===== src/rtl/instruction_sequencer.sv =====
// Fetch/decode/execute controller for the 4-bit CPU: sequences ROM fetches, drives the
// PC controls, and owns the accumulator, its flags and the ready/valid output port.
module instruction_sequencer #(
  parameter int ACC_W = 4
) (
  input  logic             clk,
  input  logic             reset_n,
  input  logic             run,
  input  logic [7:0]       pc,
  output logic [7:0]       rom_addr,
  input  logic [7:0]       rom_data,
  output logic             halt,
  output logic             jump_enable,
  output logic [7:0]       jump_addr,
  output logic             pc_inc_2,
  output logic [ACC_W-1:0] out_data,
  output logic             out_valid,
  input  logic             out_ready,
  output logic [ACC_W-1:0] acc,
  output logic             zero_flag,
  output logic             carry_flag,
  output logic             halted,
  output logic             illegal_op
);

  localparam logic [3:0] OP_NOP  = 4'h0;
  localparam logic [3:0] OP_LDI  = 4'h1;
  localparam logic [3:0] OP_ADDI = 4'h2;
  localparam logic [3:0] OP_SUBI = 4'h3;
  localparam logic [3:0] OP_JMP  = 4'h4;
  localparam logic [3:0] OP_JZ   = 4'h5;
  localparam logic [3:0] OP_JC   = 4'h6;
  localparam logic [3:0] OP_OUT  = 4'h7;
  localparam logic [3:0] OP_HLT  = 4'hF;

  typedef enum logic [2:0] {
    S_FETCH,
    S_DECODE,
    S_OPERAND,
    S_OUT_WAIT,
    S_HALTED
  } state_t;

  state_t           r_state, w_next;
  logic [3:0]       r_ir, w_ir_nxt;
  logic [ACC_W-1:0] r_acc, w_acc_nxt;
  logic             r_zero, w_zero_nxt;
  logic             r_carry, w_carry_nxt;
  logic             r_halted, w_halted_nxt;
  logic             r_illegal, w_illegal_nxt;

  logic [3:0]       w_op;
  logic [ACC_W-1:0] w_imm;
  logic [ACC_W:0]   w_sum;
  logic [ACC_W-1:0] w_diff;
  logic             w_taken;

  assign w_op   = rom_data[7:4];
  assign w_imm  = rom_data[ACC_W-1:0];
  assign w_sum  = {1'b0, r_acc} + {1'b0, w_imm};
  assign w_diff = r_acc - w_imm;
  // Branch condition uses the flags as they stand when the operand byte arrives.
  assign w_taken = (r_ir == OP_JMP) || ((r_ir == OP_JZ) && r_zero) ||
                   ((r_ir == OP_JC) && r_carry);

  always_comb begin
    w_next        = r_state;
    w_ir_nxt      = r_ir;
    w_acc_nxt     = r_acc;
    w_zero_nxt    = r_zero;
    w_carry_nxt   = r_carry;
    w_halted_nxt  = r_halted;
    w_illegal_nxt = 1'b0;
    rom_addr      = pc;
    halt          = 1'b1;
    jump_enable   = 1'b0;
    jump_addr     = 8'h00;
    pc_inc_2      = 1'b0;
    out_valid     = 1'b0;
    case (r_state)
      S_FETCH: begin
        if (run) w_next = S_DECODE;
      end
      S_DECODE: begin
        case (w_op)
          OP_NOP: begin
            halt   = 1'b0;
            w_next = S_FETCH;
          end
          OP_LDI: begin
            halt       = 1'b0;
            w_next     = S_FETCH;
            w_acc_nxt  = w_imm;
            w_zero_nxt = (w_imm == '0);
          end
          OP_ADDI: begin
            halt                     = 1'b0;
            w_next                   = S_FETCH;
            {w_carry_nxt, w_acc_nxt} = w_sum;
            w_zero_nxt               = (w_sum[ACC_W-1:0] == '0);
          end
          OP_SUBI: begin
            halt        = 1'b0;
            w_next      = S_FETCH;
            w_acc_nxt   = w_diff;
            w_carry_nxt = (r_acc < w_imm);
            w_zero_nxt  = (w_diff == '0);
          end
          OP_JMP, OP_JZ, OP_JC: begin
            // Prefetch the target byte while the PC is still frozen on the opcode.
            w_ir_nxt = w_op;
            rom_addr = pc + 8'd1;
            w_next   = S_OPERAND;
          end
          OP_OUT: w_next = S_OUT_WAIT;
          OP_HLT: begin
            w_next       = S_HALTED;
            w_halted_nxt = 1'b1;
          end
          default: begin
            halt          = 1'b0;
            w_illegal_nxt = 1'b1;
            w_next        = S_FETCH;
          end
        endcase
      end
      S_OPERAND: begin
        halt   = 1'b0;
        w_next = S_FETCH;
        if (w_taken) begin
          jump_enable = 1'b1;
          jump_addr   = rom_data;
        end else begin
          pc_inc_2 = 1'b1;
        end
      end
      S_OUT_WAIT: begin
        out_valid = 1'b1;
        if (out_ready) begin
          halt   = 1'b0;
          w_next = S_FETCH;
        end
      end
      S_HALTED: ;
      default: w_next = S_FETCH;
    endcase
  end

  always_ff @(posedge clk or negedge reset_n) begin
    if (!reset_n) begin
      r_state   <= S_FETCH;
      r_ir      <= 4'h0;
      r_acc     <= '0;
      r_zero    <= 1'b1;
      r_carry   <= 1'b0;
      r_halted  <= 1'b0;
      r_illegal <= 1'b0;
    end else begin
      r_state   <= w_next;
      r_ir      <= w_ir_nxt;
      r_acc     <= w_acc_nxt;
      r_zero    <= w_zero_nxt;
      r_carry   <= w_carry_nxt;
      r_halted  <= w_halted_nxt;
      r_illegal <= w_illegal_nxt;
    end
  end

  assign acc        = r_acc;
  assign out_data   = r_acc;
  assign zero_flag  = r_zero;
  assign carry_flag = r_carry;
  assign halted     = r_halted;
  assign illegal_op = r_illegal;

endmodule


===== config.mk =====
export PLATFORM = sky130hd
export DESIGN_NAME = instruction_sequencer
export DESIGN_NICKNAME = d
export VERILOG_FILES = /design/src/rtl/instruction_sequencer.sv
export SDC_FILE = /design/constraint.sdc
export NUM_CORES = 1
export LEC_CHECK = 0
export BUFFER_PORTS_ARGS = -buffer_cell sky130_fd_sc_hd__clkbuf_2
export CAP_MARGIN = 30
export CELL_PAD_IN_SITES_DETAIL_PLACEMENT = 0
export CELL_PAD_IN_SITES_GLOBAL_PLACEMENT = 1
export CORE_AREA = 10 10 79 81
export CTS_BUF_LIST = sky130_fd_sc_hd__clkbuf_2
export DETAILED_ROUTE_END_ITERATION = 8
export DIE_AREA = 0 0 89 91
export PLACE_DENSITY_LB_ADDON = 0.2
export RECOVER_POWER = 100
export SLEW_MARGIN = 30
export SYNTH_ARGS = -nofsm -noshare
export SYNTH_HDL_FRONTEND = slang
export SYNTH_SLANG_ARGS = --single-unit

===== constraint.sdc =====
create_clock -name clk -period 4.5 [get_ports clk]
set_input_delay 0.225 -clock clk [delete_from_list [all_inputs] [get_ports clk]]
set_output_delay 0.225 -clock clk [all_outputs]
set_load 0.05 [all_outputs]

# [Word level (Yosys, flattened, before mapping)]
# Index checks and enable logic that the tools add are counted.
[word_totals] output_inout_bits=32 inputBits=20 word_cells=69 reg_bits=15
[op_classes] order_cmp=1 eq_ne=17 add_sub_neg=3 n_reduce_logical=19 muxes=21 n_bitwise=1
[op_table] operator="$mux 8" count=4
[op_table] operator="$eq 4x3->1 const B" count=7
[op_table] operator="$logic_not 4->1" count=4
[op_table] operator="$pmux 3 s4" count=1
[op_table] operator="$pmux 4 s3" count=1
[op_table] operator="$mux 1" count=9
[op_table] operator="$pmux 3 s3" count=1
[op_table] operator="$reduce_or 9->1" count=1
[op_table] operator="$add 8x1->8 const B" count=1
[op_table] operator="$eq 4x2->1 const B" count=2
[op_table] operator="$reduce_and 2->1" count=4
[op_table] operator="$eq 3x2->1 const B" count=2
[op_table] operator="$mux 3" count=2
[op_table] operator="$pmux 1 s3" count=2
[op_table] operator="$add 4x4->5" count=1
[op_table] operator="$reduce_or 5->1" count=1
[op_table] operator="$eq 4x1->1 const B" count=1
[op_table] operator="$eq 4x4->1 const B" count=1
[op_table] operator="$lt 4x4->1" count=1
[op_table] operator="$ne 2x2->1 const B" count=2
[op_table] operator="$sub 4x4->4" count=1
[op_table] operator="$eq 3x1->1 const B" count=1
[op_table] operator="$eq 3x3->1 const B" count=1
[op_table] operator="$logic_not 3->1" count=1
[op_table] operator="other kinds (8)" count=10

# [Longest topological paths before layout]
# Gate-level depths: netlist (run 1).
[logic_depth] depth_word=6 ltp_mapped=8 ltp_nobuf=8

# [Least setup slack after synthesis (run 1)]
# No wires, ideal clock.
[synth_path] path_type="flip-flop to output port" from="register r_zero (netlist: zero_flag)" to="output port jump_addr[0]" arrival_time_ps=2419 path_buffers=0 t_required_ps=4275 path_slack_ps=1856 stages_incl_launch_ff=6 cell_sequence="dfstp_2 -> inv_1 -> o22ai_1 -> nand3_1 -> nor2_1 -> and2_1"
[synth_between] elab_chain_len=5
[synth_lines] element="from (decl)" line="47" text="logic r_zero, w_zero_nxt;"
[synth_lines] element="from (signal assigned)" line="162" text="r_zero <= w_zero_nxt;"
[synth_lines] element="$logic_and 1x1->1" line="63" text="assign w_taken = (r_ir == OP_JMP) || ((r_ir == OP_JZ) && r_zero) ||"
[synth_lines] element="$logic_or 1x1->1 (2 in a row)" line="63"
[synth_lines] element="$mux 8" line="130" text="if (w_taken) begin"
[synth_lines] element="$mux 8" line="80" text="case (r_state)"
[synth_lines] element="to (decl)" line="14" text="output logic [7:0] jump_addr,"
# Every way passes these cells.

# [Worst setup path in the final report (run 1)]
[layout_path] from="register r_state[2]" to="output port rom_addr[7]"
[layout_between] elab_chain_len=2
[layout_lines] element="from (decl)" line="44" text="state_t r_state, w_next;"
[layout_lines] element="from (signal assigned)" line="159" text="r_state <= w_next;"
[layout_lines] element="$eq 3x1->1" line="80"
[layout_lines] element="$mux 8" line="80"
[layout_lines] element="to (decl)" line="10" text="output logic [7:0] rom_addr,"
# Every way passes these cells.

==> results by group, run 1 <==
Outcome
  – Status: complete, no violations

Route
  – Initial DRC count: 34
  – DRT antenna net count: 0
  – WL final: 3.963 mm
  – WL per Instance: 15.36 um
  – Via-to-Cell Ratio: ~5.0
  – DR vias: approximately 1300
  – TritonRoute pass-1 iters: 4
  – Drt drc: 0

Floorplan
  – Die ar.: about 8100 um^2
  – Io pins: 52
  – Row cnt: 25
  – Die H: roughly 91 um
  – Core area: about 4700 um^2
  – Chip width: between 80 and 90 um
  – Starting Density: 0.2915

Clocking
  – Clk Latency, worst-skew pair: between 0.2 and 0.3 ns
  – Post-CTS Setup Bufs: 0
  – Htree depth: 1
  – Root buf cell: clkbuf_2
  – Longest Clk Path Bufs: 2
  – CTS tree: done
  – Sink Count: 15
  – Clock slew at reported path FFs: ~0.15 ns
  – TritonCTS buffer count: 3

Power
  – Power density over the cells: approximately 530 nW/um^2
  – Peak supply drop: ~0.25 mV
  – Leak pwr: 0.6895 nW

Global route
  – Vias in the first global route: ~1400
  – Total grt overflow: 0
  – Largest net degree at the start of global routing: 16
  – First-pass GRT wire length: ~6.7 mm
  – Number of antenna violations at the first check in global routing: 0
  – GRT Overall Usage: 0.1005

Hold path
  – Hold Path Class: in -> reg

STA
  – Fin crit share: 0.6364
  – Setup TNS Final: 0 ns
  – Fin. Hold Viols: 0
  – RSZ-0062 raised after global routing: false
  – Setup Skew: between 0.002 and 0.0025 ns
  – Minimum clock period: 2.864 ns
  – Slew Limit Fails: 0
  – Final setup fails: 0
  – Max_slew headroom: 0.2805
  – Worst Tran Pin Value: around 1.1 ns
  – Peak Freq: 349.2 MHz

Yosys
  – Syn nets: 189
  – Mean Syn Cell Area: between 8 and 9 um^2
  – Post-synthesis cell count: around 160
  – Mapped cell area: about 1400 um^2
  – Flops & latches, synth: 15
  – Register area share after synthesis: 0.2772
  – Synth warn: 0
  – Post-synth cell types: 47

Worst setup path
  – Worst Path Required: about 4.3 ns
  – Crit path max fanout: 8
  – Critical Path AT: 2.64 ns
  – Setup crit start kind: flip-flop
  – Critical path class: reg -> out
  – Worst Setup End Kind: output pin

Placement
  – Hpwl dp: 3.317 mm
  – Port Buffer Count: 51
  – GP Congestion: just over 0.8

Finish
  – Number of diodes: 0
  – Area Growth Syn to Fin: 17.22%
  – Post-layout nets: roughly 240
  – Fin util: 0.3417
  – Fraction of layout cells with a size suffix above 1: 0.1716

Flow run
  – Max cap viols: 0
[registers in the layout, indices dropped and copies added (netlist names)]
register	count
illegal_op	1
acc	4
r_state	3
halted	1
carry_flag	1
zero_flag	1
r_ir	4
[through the flow]
step | cells | power (W) | hold slack [ns] | worst slack [ns] | instance area (um^2)
final | 258 | 0.0008479 | 0.2172 | 1.636 | 1593
after global routing | 258 | 0.0009241 | 0.2220 | 1.407 | 1593
after CTS | 258 | 0.0008776 | 0.2004 | 1.774 | 1639
after detailed placement | 253 | 0.0008028 | 0.1847 | 2.134 | 1609
after global placement | 253 | 0.0007984 | 0.1747 | 2.210 | 1609
after floorplan | 158 | 0.0006932 | -0.07059 | 1.856 | 1359
[critical path: stages, from the launching register on]
cell       delay, ns
dfrtp_1         0.44
nand2b_1        0.28
a2111oi_4       0.59
and4_4          0.33
nand3_2         0.09
xnor2_1         0.13
clkbuf_1        0.49
[layer usage]
| layer | GRT usage | wire [um] | share of wire | vias to the layer above |
|---|---|---|---|---|
| met3 | 0.02860 | 233 | 0.059 | 2 |
| met2 | 0.1647 | 1900 | 0.48 | 34 |
| met1 | 0.1231 | 1819 | 0.46 | 616 |
| li1 | - | - | - | 640 |
| met5 | 0 | 0 | 0 | - |
| met4 | 0.03050 | 10 | 0.0025 | 0 |
[logic make-up (layout without fill, tap and decap cells)]
kind of cell | count (synthesis) | count (layout) | share of synthesized area
buffers and inverters | 25 | 71 | 0.09484
AND/OR/NAND/NOR | 61 | 61 | 0.2541
flip-flops | 15 | 15 | 0.2772
adder cells (fa/ha/maj) | 11 | 11 | 0.1123
multiplexers | 3 | 3 | 0.02394
AO/OA/AOI/OAI | 33 | 33 | 0.1731
XOR/XNOR | 10 | 10 | 0.06446
[power by group]
| group | switching [W] | leakage [nW] | internal, W |
|---|---|---|---|
| registers | 0.0000441 | 0.179 | 0.000180 |
| logic | 0.000400 | 0.494 | 0.000156 |
| clock network | 0.0000442 | 0.0166 | 0.0000236 |
[synthesized netlist by cell type, drive strengths merged]
master / number / area share
clkbuf: 2 / 0.0055
dfstp: 1 / 0.019
xnor2: 7 / 0.045
a2bb2oi: 1 / 0.0064
inv: 15 / 0.041
a2111oi: 1 / 0.020
or3b: 1 / 0.0064
o31ai: 1 / 0.0055
a31oi: 4 / 0.018
buf: 8 / 0.048
or2: 1 / 0.0046
nor3b: 2 / 0.015
xor2: 3 / 0.019
o211ai: 1 / 0.0055
and3b: 1 / 0.0064
nor3: 8 / 0.033
o311a: 1 / 0.0074
and4: 2 / 0.015
nor2: 16 / 0.044
or3: 2 / 0.011
and2: 4 / 0.018
mux2: 2 / 0.017
nand2b: 4 / 0.018
or4: 1 / 0.0055
mux2i: 1 / 0.0074
a21oi: 7 / 0.026
o22ai: 2 / 0.0092
nor2b: 2 / 0.0092
o22a: 2 / 0.013
and3: 2 / 0.0092
nand3: 6 / 0.029
a22o: 1 / 0.0074
nand4: 2 / 0.0092
fa: 2 / 0.029
ha: 9 / 0.083
o21bai: 1 / 0.0055
a21o: 3 / 0.017
dfrtp: 14 / 0.26
a221oi: 1 / 0.0064
o21ai: 7 / 0.026
nand2: 7 / 0.019
[timing repair]
| item | in CTS | in global routing |
|---|---|---|
| endpoints found under the hold margin | 14 | 0 |
| hold buffers | 1 | 0 |
| resized for setup | 0 | 0 |
[final timing paths]
kind                       slack [ns]           to         from  cells past startpoint
hold / removal                   0.22       acc[1]  rom_data[1]                      3
hold reg to reg                  0.48       halted       halted                      1
setup / recovery                 1.64  rom_addr[7]   r_state[2]                      6
setup reg to reg                 2.36       acc[3]       acc[2]                      6
max in group asynchronous        3.40       halted      reset_n                      2
min in group asynchronous        0.56      r_ir[0]      reset_n                      2
[placed cells by master, fill, tap and decap left out, types with 4 or more instances in the layout]
cell,count
a21oi_1,7
a31oi_1,4
and2_1,4
clkbuf_1,33
clkbuf_2,22
dfrtp_1,14
ha_1,9
inv_1,15
nand2_1,7
nand2b_1,4
nand3_1,4
nor2_1,16
nor3_1,8
o21ai_0,7
xnor2_1,7
[cell type report]
type,count,area [um^2]
tap,54,67.56
sequential,15,376.6
clock buffer,4,20.02
fill,498,3068
multi-input combinational,118,848.3
inverter,15,56.30
timing repair buffer,52,224.0
No activity file was read; power rests on OpenSTA's default activity.
==> run 2: changes to the inputs <==
ABC_AREA = 1   (was default)
CORE_AREA = 10 10 78 80   (was 10 10 79 81)
DIE_AREA = 0 0 88 90   (was 0 0 89 91)
clock period = 2.93 ns   (was 4.5 ns; I/O delays follow)
==> results by group, run 2 <==
Yosys
  – Most instantiated cells after synthesis: nand2_1, nor2_1, inv_1, dfrtp_1 (was nor2_1, inv_1, dfrtp_1, ha_1)
  – Cell taking the most area after synthesis: dfrtp_1 (unchanged)
  – Post-synthesis cell count: 189 (was 158)
  – Most numerous cell in the Yosys netlist: nand2_1 (was nor2_1)
  – Area share of the largest cell type after synthesis: 0.2624 (was 0.2578)
  – Post-synthesis adder-cell area fraction: 0.1143 (was 0.1123)
  – Main combinational cell family by area after synthesis: simple AND/OR/NAND/NOR gates (unchanged)
  – Register area share after synthesis: 0.2821 (was 0.2772)
  – Mean Syn Cell Area: 7.064 um^2 (was 8.600 um^2)
  – Mux contribution to synthesized area: 0 (was 0.02394)
  – Simple-Gate Fraction of Synth Area: 0.3280 (was 0.2541)
  – Synth warn: 0 (unchanged)
  – Post-synthesis xor/xnor area fraction: 0.05248 (was 0.06446)
  – Post-synthesis compound-gate area fraction: 0.1031 (was 0.1731)
  – Syn nets: 220 (was 189)
  – Flops & latches, synth: 15 (unchanged)
  – Number of enable flip-flop cells after synthesis: 0 (unchanged)
  – Post-synth ARST share: 1.000 (unchanged)
  – Post-synth cell types: 33 (was 47)
  – Mapped cell area: 1335 um^2 (was 1359 um^2)
  – Dominant synthesized flop cell: dfrtp_1 (unchanged)
  – Most area-consuming cells after synthesis: dfrtp_1, nand2_1, ha_1 (was dfrtp_1, ha_1, xnor2_1)

Clocking
  – CTS tree: done (unchanged)
  – Root buf cell: clkbuf_2 (unchanged)
  – Clk Latency, worst-skew pair: 0.29 ns (was 0.28 ns)
  – Clock slew at reported path FFs: 0.15 ns (about the same)
  – Sink Count: 15 (unchanged)
  – Htree depth: 1 (unchanged)
  – TritonCTS buffer count: 3 (unchanged)
  – Post-CTS Setup Bufs: 0 (unchanged)
  – Longest Clk Path Bufs: 2 (unchanged)

Global route
  – Number of antenna violations at the first check in global routing: 0 (unchanged)
  – Total grt overflow: 0 (unchanged)
  – GRT Overall Usage: 0.09865 (was 0.1005)
  – Vias in the first global route: 1416 (was 1423)
  – Largest net degree at the start of global routing: 16 (unchanged)
  – First-pass GRT wire length: 6.548 mm (was 6.686 mm)

STA
  – Peak Freq: 420.7 MHz
  – Setup Skew: 0.005842 ns (was 0.002360 ns)
  – Worst Tran Pin Value: 0.8946 ns (was 1.071 ns)
  – Fin crit share: 0.8113
  – Setup TNS Final: 0 ns (unchanged)
  – Final setup fails: 0 (unchanged)
  – RSZ-0062 raised after global routing: false (unchanged)
  – Minimum clock period: about 2.4 ns
  – Slew Limit Fails: 0 (unchanged)
  – Max_slew headroom: 0.4036 (was 0.2805)
  – Fin. Hold Viols: 0 (unchanged)

Finish
  – Post-layout nets: 273 (was 236)
  – Commonest non-fill, non-tap cell in the layout: nand2_1 (was clkbuf_1)
  – Most frequent cells in the layout: nand2_1, clkbuf_1, inv_1 (was clkbuf_1, clkbuf_2, nor2_1)
  – Fraction of layout cells with a size suffix above 1: 0.1743 (was 0.1716)
  – Number of diodes: 0 (unchanged)
  – Area Growth Syn to Fin: 19.96% (was 17.22%)

Power
  – Flop pwr share: 0.253 (was 0.264)
  – Peak supply drop: 0.3791 mV (was 0.2482 mV)
  – Cell Int Power: 0.0005599 W (was 0.0003596 W)
  – Clock group share of total power: 0.072 (was 0.080)
  – Pwr Total: 0.001447 W (was 0.0008479 W)
  – Power density over the cells: 903.2 nW/um^2 (was 532.3 nW/um^2)
  – Leak pwr: 0.8211 nW (was 0.6895 nW)
  – Net Switching: 0.0008866 W (was 0.0004883 W)
  – Comb power frac: 0.675 (was 0.656)
  – Sw Share: 0.6129 (was 0.5759)

Floorplan
  – Die H: 90 um (was 91 um)
  – Die ar.: 7920 um^2 (was 8099 um^2)
  – Core area: 4598 um^2 (was 4661 um^2)
  – Row cnt: 25 (unchanged)
  – Chip width: 88 um (was 89 um)
  – Starting Density: 0.2903 (was 0.2915)
  – Io pins: 52 (unchanged)

Worst setup path
  – Critical path class: reg -> out (unchanged)
  – Setup crit start kind: flip-flop (unchanged)
  – Crit path max fanout: 9 (was 8)
  – Worst Path Required: 2.78 ns (was 4.28 ns)
  – Worst Setup End Kind: output pin (unchanged)
  – Critical Path AT: 2.23 ns (was 2.64 ns)

Route
  – WL per Instance: 13.11 um (was 15.36 um)
  – DR vias: 1342 (was 1292)
  – Initial DRC count: 45 (was 34)
  – DRT antenna net count: 0 (unchanged)
  – TritonRoute pass-1 iters: 4 (unchanged)
  – Via-to-Cell Ratio: 4.549 (was 5.008)
  – Drt drc: 0 (unchanged)
  – WL final: 3.866 mm (was 3.963 mm)

Outcome
  – Status: complete, no violations (unchanged)

Placement
  – Hpwl dp: 3.256 mm (was 3.317 mm)
  – Port Buffer Count: 51 (unchanged)
  – GP Congestion: 0.7973 (was 0.8118)

Flow run
  – Max cap viols: 0 (unchanged)

Hold path
  – Hold Path Class: in -> reg (unchanged)
run 2: repair_timing:
item / CTS / global route
gates resized for setup: 0 / 0
hold buffers: 1 / 0
endpoints found under the hold margin: 14 / 0
run 2: final cells by class:
type                       count  area [um^2]
fill                         543         2997
timing repair buffer          52        227.7
inverter                      34        128.9
tap                           54        67.56
clock buffer                   4        20.02
sequential                    15        376.6
multi-input combinational    136        780.7
run 2: kinds of logic (layout without fill, tap and decap cells):
kind of cell | count (synthesis) | count (layout)
buffers and inverters | 38 | 90
flip-flops | 15 | 15
AND/OR/NAND/NOR | 92 | 92
XOR/XNOR | 8 | 8
AO/OA/AOI/OAI | 25 | 25
adder cells (fa/ha/maj) | 11 | 11
run 2: per-layer routing:
metal | global-route usage | part of all wire | up-vias
met2 | 0.1529 | 0.42 | 35
met4 | 0.01197 | 0.0031 | 0
met3 | 0.04332 | 0.077 | 2
met5 | 0 | 0 | -
li1 | - | - | 698
met1 | 0.1255 | 0.50 | 607
run 2: path summary, 6_finish.rpt:
check / from / to / slack (ns) / cells past startpoint
max reg2reg: acc[0] / zero_flag / 1.18 / 9
min: rom_data[7] / halted / 0.12 / 3
max in group asynchronous: reset_n / r_ir[1] / 1.91 / 2
max: r_state[2] / rom_addr[6] / 0.55 / 9
min in group asynchronous: reset_n / acc[2] / 0.47 / 2
min reg2reg: halted / halted / 0.48 / 2
run 2: metrics by stage:
step | std cells | utilization | setup WS (ns) | hold slack, ns | area [um^2]
after floorplan | 189 | - | 0.5516 | -0.1491 | 1335
after global placement | 290 | 0.3540 | 1.137 | 0.09634 | 1628
after detailed placement | 290 | 0.3540 | 1.092 | 0.1009 | 1628
after CTS | 295 | 0.3605 | 0.7404 | 0.1052 | 1658
after global routing | 295 | 0.3483 | 0.3289 | 0.1161 | 1602
final | 295 | 0.3483 | 0.5528 | 0.1243 | 1602
run 2: power groups by stage:
stage / Sequential, W / Clock (W) / Combinational (W)
2_1_floorplan: 0.000518 / 0 / 0.000674
5_1_grt: 0.000386 / 0.000119 / 0.00108
6_report: 0.000366 / 0.000104 / 0.000976
3_3_place_gp: 0.000373 / 0 / 0.00104
4_1_cts: 0.000372 / 0.000112 / 0.00104
3_5_place_dp: 0.000376 / 0 / 0.00104
run 2: worst max-delay path: stages, from the launching register on:
cell and delay, ns:
dfrtp_1 0.47, inv_1 0.12, nand3_1 0.19, clkinvlp_2 0.21, nand2_4 0.11, nor2_4 0.12
nand3_2 0.07, xor2_1 0.14, inv_1 0.05, clkbuf_1 0.46
==> run 3: changes to the inputs <==
clock period = 2.5 ns   (was 2.93 ns; I/O delays follow)
==> results by group, run 3 (synthesis results as in run 2) <==
Outcome
  – Status: complete, no violations (unchanged)

Global route
  – Number of antenna violations at the first check in global routing: 0 (unchanged)
  – Largest net degree at the start of global routing: 16 (unchanged)
  – First-pass GRT wire length: 6.534 mm (was 6.548 mm)
  – Total grt overflow: 0 (unchanged)
  – GRT Overall Usage: 0.09903 (was 0.09865)
  – Vias in the first global route: 1441 (was 1416)

Hold path
  – Hold Crit Start: run (was rom_data[7])
  – Hold Path Class: in -> reg (unchanged)

Worst setup path
  – CP delay by family, top: buffers and inverters (unchanged)
  – CP bufs+invs: 4 (unchanged)
  – Worst Path Required: 2.38 ns (was 2.78 ns)
  – Critical path class: reg -> out (unchanged)
  – CP most frequent cell: inv_1 (unchanged)
  – Worst Setup End Kind: output pin (unchanged)
  – Crit path max fanout: 9 (unchanged)
  – Critical Path, Cell by Cell: inv_1 -> nand3_1 -> inv_4 -> nand2_4 -> nor2_4 -> xor2_1 -> inv_1 -> clkbuf_1 (was inv_1 -> nand3_1 -> clkinvlp_2 -> nand2_4 -> nor2_4 -> nand3_2 -> xor2_1 -> inv_1 -> clkbuf_1)
  – Critical Path AT: 2.05 ns (was 2.23 ns)
  – Slowest cell on crit path: dfrtp_1 (unchanged)
  – CP Launch Point: r_state[2] (unchanged)
  – Slowest stage delay, CP: 0.47 ns (about the same)
  – RR Startpoint: acc[0] (unchanged)
  – Setup crit start kind: flip-flop (unchanged)

Floorplan
  – Starting Density: 0.2903 (unchanged)
  – Die ar.: 7920 um^2 (unchanged)
  – Die H: 90 um (unchanged)
  – Chip width: 88 um (unchanged)
  – Row cnt: 25 (unchanged)
  – Core area: 4598 um^2 (unchanged)
  – Io pins: 52 (unchanged)

Clocking
  – Htree depth: 1 (unchanged)
  – TritonCTS buffer count: 3 (unchanged)
  – CTS tree: done (unchanged)
  – Sink Count: 15 (unchanged)
  – Longest Clk Path Bufs: 2 (unchanged)
  – Root buf cell: clkbuf_2 (unchanged)
  – Clk Latency, worst-skew pair: 0.29 ns (about the same)
  – Cts repair resizes: 0 (unchanged)
  – Post-CTS Setup Bufs: 0 (unchanged)
  – Clock slew at reported path FFs: 0.16 ns (was 0.15 ns)

Route
  – Drt drc: 0 (unchanged)
  – Via-to-Cell Ratio: 4.529 (was 4.549)
  – DRT antenna net count: 0 (unchanged)
  – Initial DRC count: 35 (was 45)
  – DR vias: 1336 (was 1342)
  – WL final: 3.849 mm (was 3.866 mm)
  – TritonRoute pass-1 iters: 4 (unchanged)
  – WL per Instance: 13.05 um (was 13.11 um)

Placement
  – Port Buffer Count: 51 (unchanged)
  – Placed instance count: 290 (unchanged)
  – Hpwl dp: 3.240 mm (was 3.256 mm)
  – GP Congestion: 0.7980 (was 0.7973)

Finish
  – Fraction of layout cells with a size suffix above 1: 0.2158 (was 0.1743)
  – Most frequent cells in the layout: nand2_1, clkbuf_2, inv_1 (was nand2_1, clkbuf_1, inv_1)
  – Post-layout nets: 273 (unchanged)
  – Number of diodes: 0 (unchanged)
  – Area Growth Syn to Fin: 21.09% (was 19.96%)
  – Commonest non-fill, non-tap cell in the layout: nand2_1 (unchanged)
  – Fin util: 0.3516 (was 0.3483)
  – Non-filler cells, final: 295 (unchanged)

STA
  – Slew Limit Fails: 0 (unchanged)
  – Worst Tran Pin Value: 0.8659 ns (was 0.8946 ns)
  – Final setup fails: 0 (unchanged)
  – Fin. Hold Viols: 0 (unchanged)
  – Max_slew headroom: 0.4227 (was 0.4036)
  – Setup Skew: 0.01618 ns (was 0.005842 ns)
  – RSZ-0062 raised after global routing: false (unchanged)
  – Peak Freq: between 400 and 500 MHz
  – Minimum clock period: between 2 and 2.5 ns
  – Setup TNS Final: 0 ns (unchanged)
  – Fin crit share: 0.8704

Power
  – Peak supply drop: 0.4418 mV (was 0.3791 mV)
  – Power density over the cells: 1051 nW/um^2 (was 903.2 nW/um^2)
  – Leak pwr: 0.8603 nW (was 0.8211 nW)

Flow run
  – Max cap viols: 0 (unchanged)
## run 3: worst reg2reg max path, cell delays in order, from the launching register on
cell,delay [ns]
dfrtp_1,0.41
ha_1,0.18
inv_1,0.05
fa_1,0.39
inv_1,0.07
nand2_1,0.10
nand2_1,0.08
nand2_1,0.04
nor2_1,0.08
nand3_1,0.07
nand2_1,0.07
nand2_1,0.05
a21oi_1,0.11
## run 3: report_power, final
part / total [W] / internal, W / leakage (nW) / switching [W]
registers: 0.000427 / 0.000337 / 0.178 / 0.0000905
clock network: 0.000121 / 0.0000424 / 0.0166 / 0.0000787
logic: 0.00115 / 0.000280 / 0.666 / 0.000871
## run 3: per-stage QoR
step / worst slack, ns / area [um^2] / hold WS [ns] / power [W]
after detailed placement: 0.6880 / 1628 / 0.07875 / 0.001651
final: 0.3239 / 1617 / 0.1017 / 0.001699
after floorplan: 0.1431 / 1335 / -0.1706 / 0.001398
after CTS: 0.3396 / 1658 / 0.08221 / 0.001779
after global routing: 0.07896 / 1617 / 0.09700 / 0.001857
after global placement: 0.7339 / 1628 / 0.07571 / 0.001652
## run 3: cell type report
cell class / count / area [um^2]
Clock buffer: 4 / 20.02
Timing Repair Buffer: 52 / 241.5
Tap cell: 54 / 67.56
Multi-Input combinational cell: 136 / 780.7
Inverter: 34 / 130.1
Fill cell: 537 / 2982
Sequential cell: 15 / 376.6
## run 3: timing repair
item                                    CTS  global route
hold endpoints to repair                 14             0
endpoints found under the setup margin    0             0
hold buffers                              1             0
## run 3: path summary, 6_finish.rpt
kind                       slack, ns     endpoint  cells past startpoint
setup / recovery                0.32  rom_addr[4]                      8
hold / removal                  0.10   r_state[0]                      3
setup reg to reg                0.75    zero_flag                     12
hold reg to reg                 0.48      r_ir[2]                      1
max in group asynchronous       1.52      r_ir[3]                      2
min in group asynchronous       0.43       acc[2]                      2
## run 3: per-layer routing
layer  up-vias  global-route usage  wire length, um
li1        701                   -                -
met1       594              0.1167             1777
met2        39              0.1608             1713
met3         2             0.04603              346
met4         0             0.01596               12
met5         -                   0                0
